**src/rtl/rr_arb4_idx.sv**
```systemverilog
// rr_arb4_idx: four-requester round-robin arbiter with a registered 2-bit
// grant index, grant-valid strobe and hold counter. Downstream, gnt_idx and
// gnt_vld drive a 2:4 decoder that produces the one-hot grant vector.
// A grant ends on rel, on the holder dropping its request, or on reaching
// MAX_HOLD. The next winner is then chosen on the same edge, with no idle
// bubble between grants.
module rr_arb4_idx #(
  parameter int unsigned MAX_HOLD = 8  // legal range 1..255
) (
  input  logic       clk,
  input  logic       rst,
  input  logic [3:0] req,
  input  logic       rel,
  output logic [1:0] gnt_idx,
  output logic       gnt_vld,
  output logic [7:0] hold_cnt
);

  typedef enum logic {
    IDLE  = 1'b0,
    GRANT = 1'b1
  } state_t;

  localparam logic [7:0] MAX_HOLD_C = 8'(MAX_HOLD);

  state_t     state_q, state_d;
  logic [1:0] last_q, last_d;
  logic [1:0] gnt_idx_q, gnt_idx_d;
  logic       gnt_vld_q, gnt_vld_d;
  logic [7:0] hold_cnt_q, hold_cnt_d;
  logic       end_evt_s;

  // Round-robin pick: scan last+1 .. last+4 (mod 4). The first requester
  // found wins, so 'last' itself has the lowest priority but stays eligible.
  function automatic logic [1:0] pick(input logic [3:0] r, input logic [1:0] l);
    logic [1:0] idx;
    logic       found;
    pick  = l;
    found = 1'b0;
    for (int i = 1; i <= 4; i++) begin
      idx = l + 2'(i);
      if (!found && r[idx]) begin
        pick  = idx;
        found = 1'b1;
      end else begin
        pick  = pick;
      end
    end
  endfunction

  // End of the current grant: release, holder dropped its request, or hold limit reached.
  always_comb begin
    end_evt_s = rel || !req[gnt_idx_q] || (hold_cnt_q == MAX_HOLD_C);
  end

  // Next-state and output computation for the two-state arbiter.
  always_comb begin
    state_d    = state_q;
    last_d     = last_q;
    gnt_idx_d  = gnt_idx_q;
    gnt_vld_d  = gnt_vld_q;
    hold_cnt_d = hold_cnt_q;
    case (state_q)
      IDLE: begin
        if (req != 4'b0000) begin
          gnt_idx_d  = pick(req, last_q);
          gnt_vld_d  = 1'b1;
          hold_cnt_d = 8'd1;
          state_d    = GRANT;
        end else begin
          gnt_vld_d  = 1'b0;
          hold_cnt_d = 8'd0;
          state_d    = IDLE;
        end
      end
      GRANT: begin
        if (!end_evt_s) begin
          hold_cnt_d = hold_cnt_q + 8'd1;
        end else begin
          last_d = gnt_idx_q;
          if (req != 4'b0000) begin
            // Back-to-back handover; may re-grant the holder if it is the sole requester.
            gnt_idx_d  = pick(req, gnt_idx_q);
            gnt_vld_d  = 1'b1;
            hold_cnt_d = 8'd1;
            state_d    = GRANT;
          end else begin
            // gnt_idx keeps the last holder's index while idle.
            gnt_vld_d  = 1'b0;
            hold_cnt_d = 8'd0;
            state_d    = IDLE;
          end
        end
      end
      default: begin
        state_d    = IDLE;
        gnt_vld_d  = 1'b0;
        hold_cnt_d = 8'd0;
      end
    endcase
  end

  // State and output registers; asynchronous reset clears outputs immediately.
  always_ff @(posedge clk or posedge rst) begin
    if (rst) begin
      state_q    <= IDLE;
      last_q     <= 2'd3;
      gnt_idx_q  <= 2'd0;
      gnt_vld_q  <= 1'b0;
      hold_cnt_q <= 8'd0;
    end else begin
      state_q    <= state_d;
      last_q     <= last_d;
      gnt_idx_q  <= gnt_idx_d;
      gnt_vld_q  <= gnt_vld_d;
      hold_cnt_q <= hold_cnt_d;
    end
  end

  assign gnt_idx  = gnt_idx_q;
  assign gnt_vld  = gnt_vld_q;
  assign hold_cnt = hold_cnt_q;

endmodule

```
**config.mk**
```make
export PLATFORM = sky130hd
export DESIGN_NAME = rr_arb4_idx
export DESIGN_NICKNAME = d
export VERILOG_FILES = /design/src/rtl/rr_arb4_idx.sv
export SDC_FILE = /design/constraint.sdc
export NUM_CORES = 1
export LEC_CHECK = 0
export ABC_AREA = 1
export ABC_CLOCK_PERIOD_IN_PS = 1500
export CAP_MARGIN = 20
export CORE_UTILIZATION = 50
export CTS_BUF_LIST = sky130_fd_sc_hd__clkbuf_8
export DETAILED_ROUTE_END_ITERATION = 16
export PLACE_DENSITY = 0.78
export SLEW_MARGIN = 20
export SYNTH_ARGS = -nofsm -noshare
export SYNTH_HDL_FRONTEND = slang
export SYNTH_SLANG_ARGS = --single-unit
```
**constraint.sdc**
```tcl
create_clock -name clk -period 1.5 [get_ports clk]
set_clock_uncertainty 0.15 [all_clocks]
set_input_delay 0.3 -clock clk [delete_from_list [all_inputs] [get_ports clk]]
set_output_delay 0.3 -clock clk [all_outputs]
set_load 0.01 [all_outputs]
```
==> results.py, run 1 <==
metrics = {
    "outcome": {
        "status": "stopped before the end",
        "failing_step": "global routing",
        "tool.error": "[ERROR GRT-0232] Routing congestion too high. Check the congestion heatmap in the GUI.",
    },
    "clocking": {
        "cts-hold-fix-buffers": 0,
        "number_of_buffers_added_by_the_clock_tree_synthesis_step": 3,
        "cts-root-to-sink-buffers": 2,
        "clk_root_buffer_cell": "sky130_fd_sc_hd__clkbuf_8",
        "clock_sink_count": 14,
        "cts_max_level": 1,
    },
    "sta": {
        "timing.repair.worst_endpoint_type": "register input",
        "grt_worst_setup_endpoint": "gnt_idx[0]$_DFFE_PP0P_/D",
    },
    "global_routing": {
        "track_usage": 0.7526,
        "grt_remaining_overflow": 80,
        "grt_max_degree": 10,
    },
    "logic_synthesis": {
        "synthesis.area_um2": 1146,
        "synth_simple_gate_area_frac": 0.4956,
        "post_synth_xor_area_fraction": 0.007642,
        "synth_nets": 187,
        "synth_compound_area_frac": 0.06659,
        "ys_top_cells_by_area": "sky130_fd_sc_hd__dfrtp_1 26%, sky130_fd_sc_hd__nand2_1 21%, sky130_fd_sc_hd__nand3_1 8.7%",
        "synth-seq-area-share": 0.3079,
        "netlist_instances": 178,
        "postSynthRegisterBits": 14,
        "yosys.area_share.adder": 0.02183,
        "synth_top_cell_by_area": "sky130_fd_sc_hd__dfrtp_1",
        "post-synth-top-area-fraction": 0.2620,
        "netlist-cell-type-count": 25,
        "main_combinational_cell_family_by_area_after_synthesis": "simple AND/OR/NAND/NOR gates",
        "synth.area.mux_share": 0,
        "synthesis.yosys.warnings": 0,
        "avgSynthCellArea_um2": 6.439,
    },
    "place": {
        "dpl.cell_count": 246,
        "numPortBuffers": 17,
        "post-dp-hpwl_um": 2336,
        "gp_congestion": 0.9747,
    },
    "die": {
        "std_cell_rows": 16,
        "io_pins": 18,
        "floorplan.initialDensity": 0.5558,
        "die_x_um": 49.88,
        "height_of_the_die_um": 49.88,
    },
}
==> through the flow <==
stage               setup slack (ps)  area (µm²)
detailed placement            -518.5        1523
floorplan                     -108.2        1146
global placement              -439.2        1523
CTS                           -190.4        1844
==> Yosys cell counts, drive strengths merged <==
master and number:
a21oi 5, and3 1, buf 2, dfrtp 12, dfstp 2, ha 2, inv 24, nand2 79
nand3 21, nand4 2, nor2 12, nor3 6, o21a 1, o21ai 8, xnor2 1
==> cells by family after synthesis <==
group	count (synthesis)
AOI/OAI and AO/OA	14
xor gates and xnor gates	1
adders and majority gates	2
buffers and inverters	26
DFF	14
and+or+nand+nor	121
==> layer usage <==
metal  overflow  global-route usage
met5          0                   0
met1          0              0.7539
met2         51               1.023
met3          0              0.3673
met4         29              0.9238
==> what timing repair did <==
item,in CTS
pin swaps,22
buffers inserted,15
resized for setup,78
setup endpoints to repair,23
hold endpoints to repair,0
==> inputs of run 2 (changes only) <==
- ABC_CLOCK_PERIOD_IN_PS: 1500 -> 2000
- CORE_AREA: default -> 2 2 63 65
- CORE_UTILIZATION: 50 -> default
- CTS_BUF_LIST: sky130_fd_sc_hd__clkbuf_8 -> default
- DIE_AREA: default -> 0 0 65 67
- PLACE_DENSITY: 0.78 -> default
- PLACE_DENSITY_LB_ADDON: default -> 0.15
- clock period: 1.5 -> 2 ns (I/O delays scaled with it)
==> run 2 against run 1 <==
Net effect: synthesized cell count did not move; the run now ends clean; area after synthesis did not move.
==> results.py, run 2 <==
metrics = {
    "power_and_ir_drop": {
        "pwr-share-comb": 0.632,
        "power.density_cell_area_nw_per_um2": 1419,
        "power.share.sequential": 0.238,
        "pwr-share-clk": 0.130,
        "power.switching_fraction": 0.4780,
        "p_sw_mw": 1.018,
        "p_int_mw": 1.111,
        "ir_worst_vdd_mv": 0.7749,
        "total_power_mw": 2.129,
        "p_leak_nw": 0.7812,
    },
    "worst_setup_path": {
        "cells_along_the_critical_path": "clkdlybuf4s50_1",
        "crit_arrival_ps": 1340,
        "worst-path-stages": 1,
        "setup.worst_path.class": "register to primary output",
        "critical-path-top-delay-family": "buffers and inverters",
        "timing.critical_path.fanout_max": 8,
        "critPathLaunchType": "register",
        "timing.critical_path.required_ps": 1450,
        "crit_buf_inv": 1,
        "critPathSlowestCell": "sky130_fd_sc_hd__clkdlybuf4s50_1",
        "r2r_setup_slack_ps": 170,
        "worst_reg2reg_path_length_in_cells": 10,
        "max_stage_delay_ps": 590,
        "cp-end-kind": "primary output",
    },
    "logic_synthesis": {
        "synth_nets": 187,
        "synth_top_cell_by_area": "sky130_fd_sc_hd__dfrtp_1",
        "synth_enable_flop_cells": 0,
        "synthesis.area_um2": 1146,
        "synthesis.yosys.warnings": 0,
        "synth_ff_type": "sky130_fd_sc_hd__dfrtp_1",
        "avgSynthCellArea_um2": 6.439,
        "post-synth-top-area-fraction": 0.2620,
        "netlist_instances": 178,
        "netlist-cell-type-count": 25,
        "synth_most_common_cell": "sky130_fd_sc_hd__nand2_1",
        "ys_async_sr_fraction": 1.000,
        "ys_top_cells_by_area": "sky130_fd_sc_hd__dfrtp_1 26%, sky130_fd_sc_hd__nand2_1 21%, sky130_fd_sc_hd__nand3_1 8.7%",
        "synth-seq-area-share": 0.3079,
        "synth.cells.most_frequent": "63 x sky130_fd_sc_hd__nand2_1, 20 x sky130_fd_sc_hd__nand3_1, 19 x sky130_fd_sc_hd__inv_1",
        "postSynthRegisterBits": 14,
    },
    "layout": {
        "largest_register_ff_count": 8,
        "fin_nets": 219,
        "drive_gt1_frac": 0.2249,
        "post-route-cell-area_um2": 1500,
        "layout_commonest_cell": "sky130_fd_sc_hd__nand2_1",
        "mostFrequentLayoutCells": "63 x sky130_fd_sc_hd__nand2_1, 20 x sky130_fd_sc_hd__nand3_1, 19 x sky130_fd_sc_hd__inv_1, 17 x sky130_fd_sc_hd__clkdlybuf4s50_1, 15 x sky130_fd_sc_hd__nand2_2",
        "post_layout_nonfiller_instances": 257,
        "diode_count": 0,
        "area.sequential_um2": 354.1,
        "multi_input_comb_area_um2": 678.2,
        "n_fill_cell": 405,
        "finish.utilization": 0.4160,
        "layout-area-overhead-vs-synth_pct": 30.90,
    },
    "clocking": {
        "cts-hold-fix-buffers": 0,
        "post_cts.resized_instances": 0,
        "cts_max_level": 1,
        "post_cts.repair.setup_buffers": 0,
        "clk_pin_slew_ps": 60,
        "number_of_buffers_added_by_the_clock_tree_synthesis_step": 3,
        "cts_tree": "done",
        "insertion_delay_to_the_later_sink_of_the_worst_skew_pair_ps": 250,
        "clk_root_buffer_cell": "sky130_fd_sc_hd__clkbuf_8",
        "clock_sink_count": 14,
        "cts-root-to-sink-buffers": 2,
    },
    "sta": {
        "worst-slew-pin-transition_ps": 517.7,
        "hold_viol": 0,
        "finalCritPeriodShare": 0.9473,
        "fin_worst_hold_slack_ps": 323.9,
        "fmax_ghz": 0.5278,
        "drv_slew": 0,
        "fin_crit_ps": 1895,
        "report.final.setup_viol": 0,
        "grt_setup_unrepaired": "false",
        "max_slew_margin": 0.6545,
    },
    "global_routing": {
        "track_usage": 0.1419,
        "via_count_of_the_first_global_routing_pass": 1171,
        "grt_remaining_overflow": 0,
        "grt_pass1_wl_um": 4857,
        "grt_max_degree": 15,
        "initial_antenna_violation_count": 0,
    },
    "die": {
        "height_of_the_die_um": 67,
        "core_area_um2": 3606,
        "std_cell_rows": 22,
        "floorplan.initialDensity": 0.3178,
        "fp.dieArea_um2": 4355,
        "die_x_um": 65,
        "io_pins": 18,
    },
    "routing": {
        "routed_wirelength_normalized_by_instance_count_um": 10.74,
        "via_per_instance_ratio": 4.556,
        "dr_total_vias": 1171,
        "drcViolationCount": 0,
        "drt_wl_total_um": 2759,
        "dr.pass1.iters": 4,
        "iter_0_drt_violations": 50,
        "ant_nets": 0,
    },
    "run": {
        "maxCapViolations": 0,
    },
    "place": {
        "gp_congestion": 0.8657,
        "post-dp-hpwl_um": 2207,
        "numPortBuffers": 17,
        "dpl.cell_count": 253,
        "dpl-instance-area_um2": 1444,
    },
    "hold_path": {
        "worstHoldPathCells": 2,
        "holdCritPathClass": "register to register",
    },
    "outcome": {
        "status": "finished, final reports clean",
    },
}
[run 2: cell type report]
| cell class | instances | area share |
|---|---|---|
| Inverter | 24 | 0.06172 |
| Multi-Input combinational cell | 138 | 0.4520 |
| Timing Repair Buffer | 29 | 0.1735 |
| Sequential cell | 14 | 0.2360 |
| Clock buffer | 4 | 0.03670 |
| Tap cell | 48 | 0.04003 |
[run 2: routing by layer]
metal	vias to the layer above	routed length, µm	GRT usage
met5	-	0	0
met4	0	32	0.05319
met3	3	84	0.01858
met2	19	1346	0.2629
met1	525	1295	0.1651
li1	624	-	-
[run 2: cells by family after synthesis]
| group | share of synthesized area |
|---|---|
| fa+ha+maj | 0.02183 |
| buf+inv | 0.1004 |
| xor+xnor | 0.007643 |
| flops | 0.3079 |
| simple gates | 0.4956 |
| compound gates | 0.06659 |
[run 2: power groups by stage]
stage | Clock (mW) | Sequential (mW) | Combinational [mW]
2_1_floorplan | 0 | 0.468 | 0.995
3_3_place_gp | 0 | 0.504 | 1.33
3_5_place_dp | 0 | 0.507 | 1.36
4_1_cts | 0.283 | 0.503 | 1.37
5_1_grt | 0.297 | 0.528 | 1.55
6_report | 0.276 | 0.507 | 1.35
[run 2: path summary, 6_finish.rpt]
check                                       startpoint                      to
min in group asynchronous                          rst   hold_cnt[0]$_DFF_PP0_
worst min register to register     gnt_vld$_DFFE_PP0P_     gnt_vld$_DFFE_PP0P_
worst max register to register   last_q[0]$_DFFE_PP1P_  gnt_idx[1]$_DFFE_PP0P_
max in group asynchronous                          rst  gnt_idx[0]$_DFFE_PP0P_
worst max-delay path            gnt_idx[1]$_DFFE_PP0P_              gnt_idx[1]
worst min-delay path               gnt_vld$_DFFE_PP0P_     gnt_vld$_DFFE_PP0P_
[run 2: worst min-delay path: stages, from the launching register on]
cell	delay, ps
sky130_fd_sc_hd__dfrtp_1	340
sky130_fd_sc_hd__nand2_1	50
sky130_fd_sc_hd__nand2_1	50
[run 2: per-stage QoR]
stage / TNS, ps / setup WS (ps)
floorplan: 0 / 377.7
global placement: -183.0 / -63.18
detailed placement: -330.1 / -93.34
CTS: 0 / 64.40
global route: 0 / 2.144
finish: 0 / 105.4
Note: power is estimated with default switching activity, not from simulation.
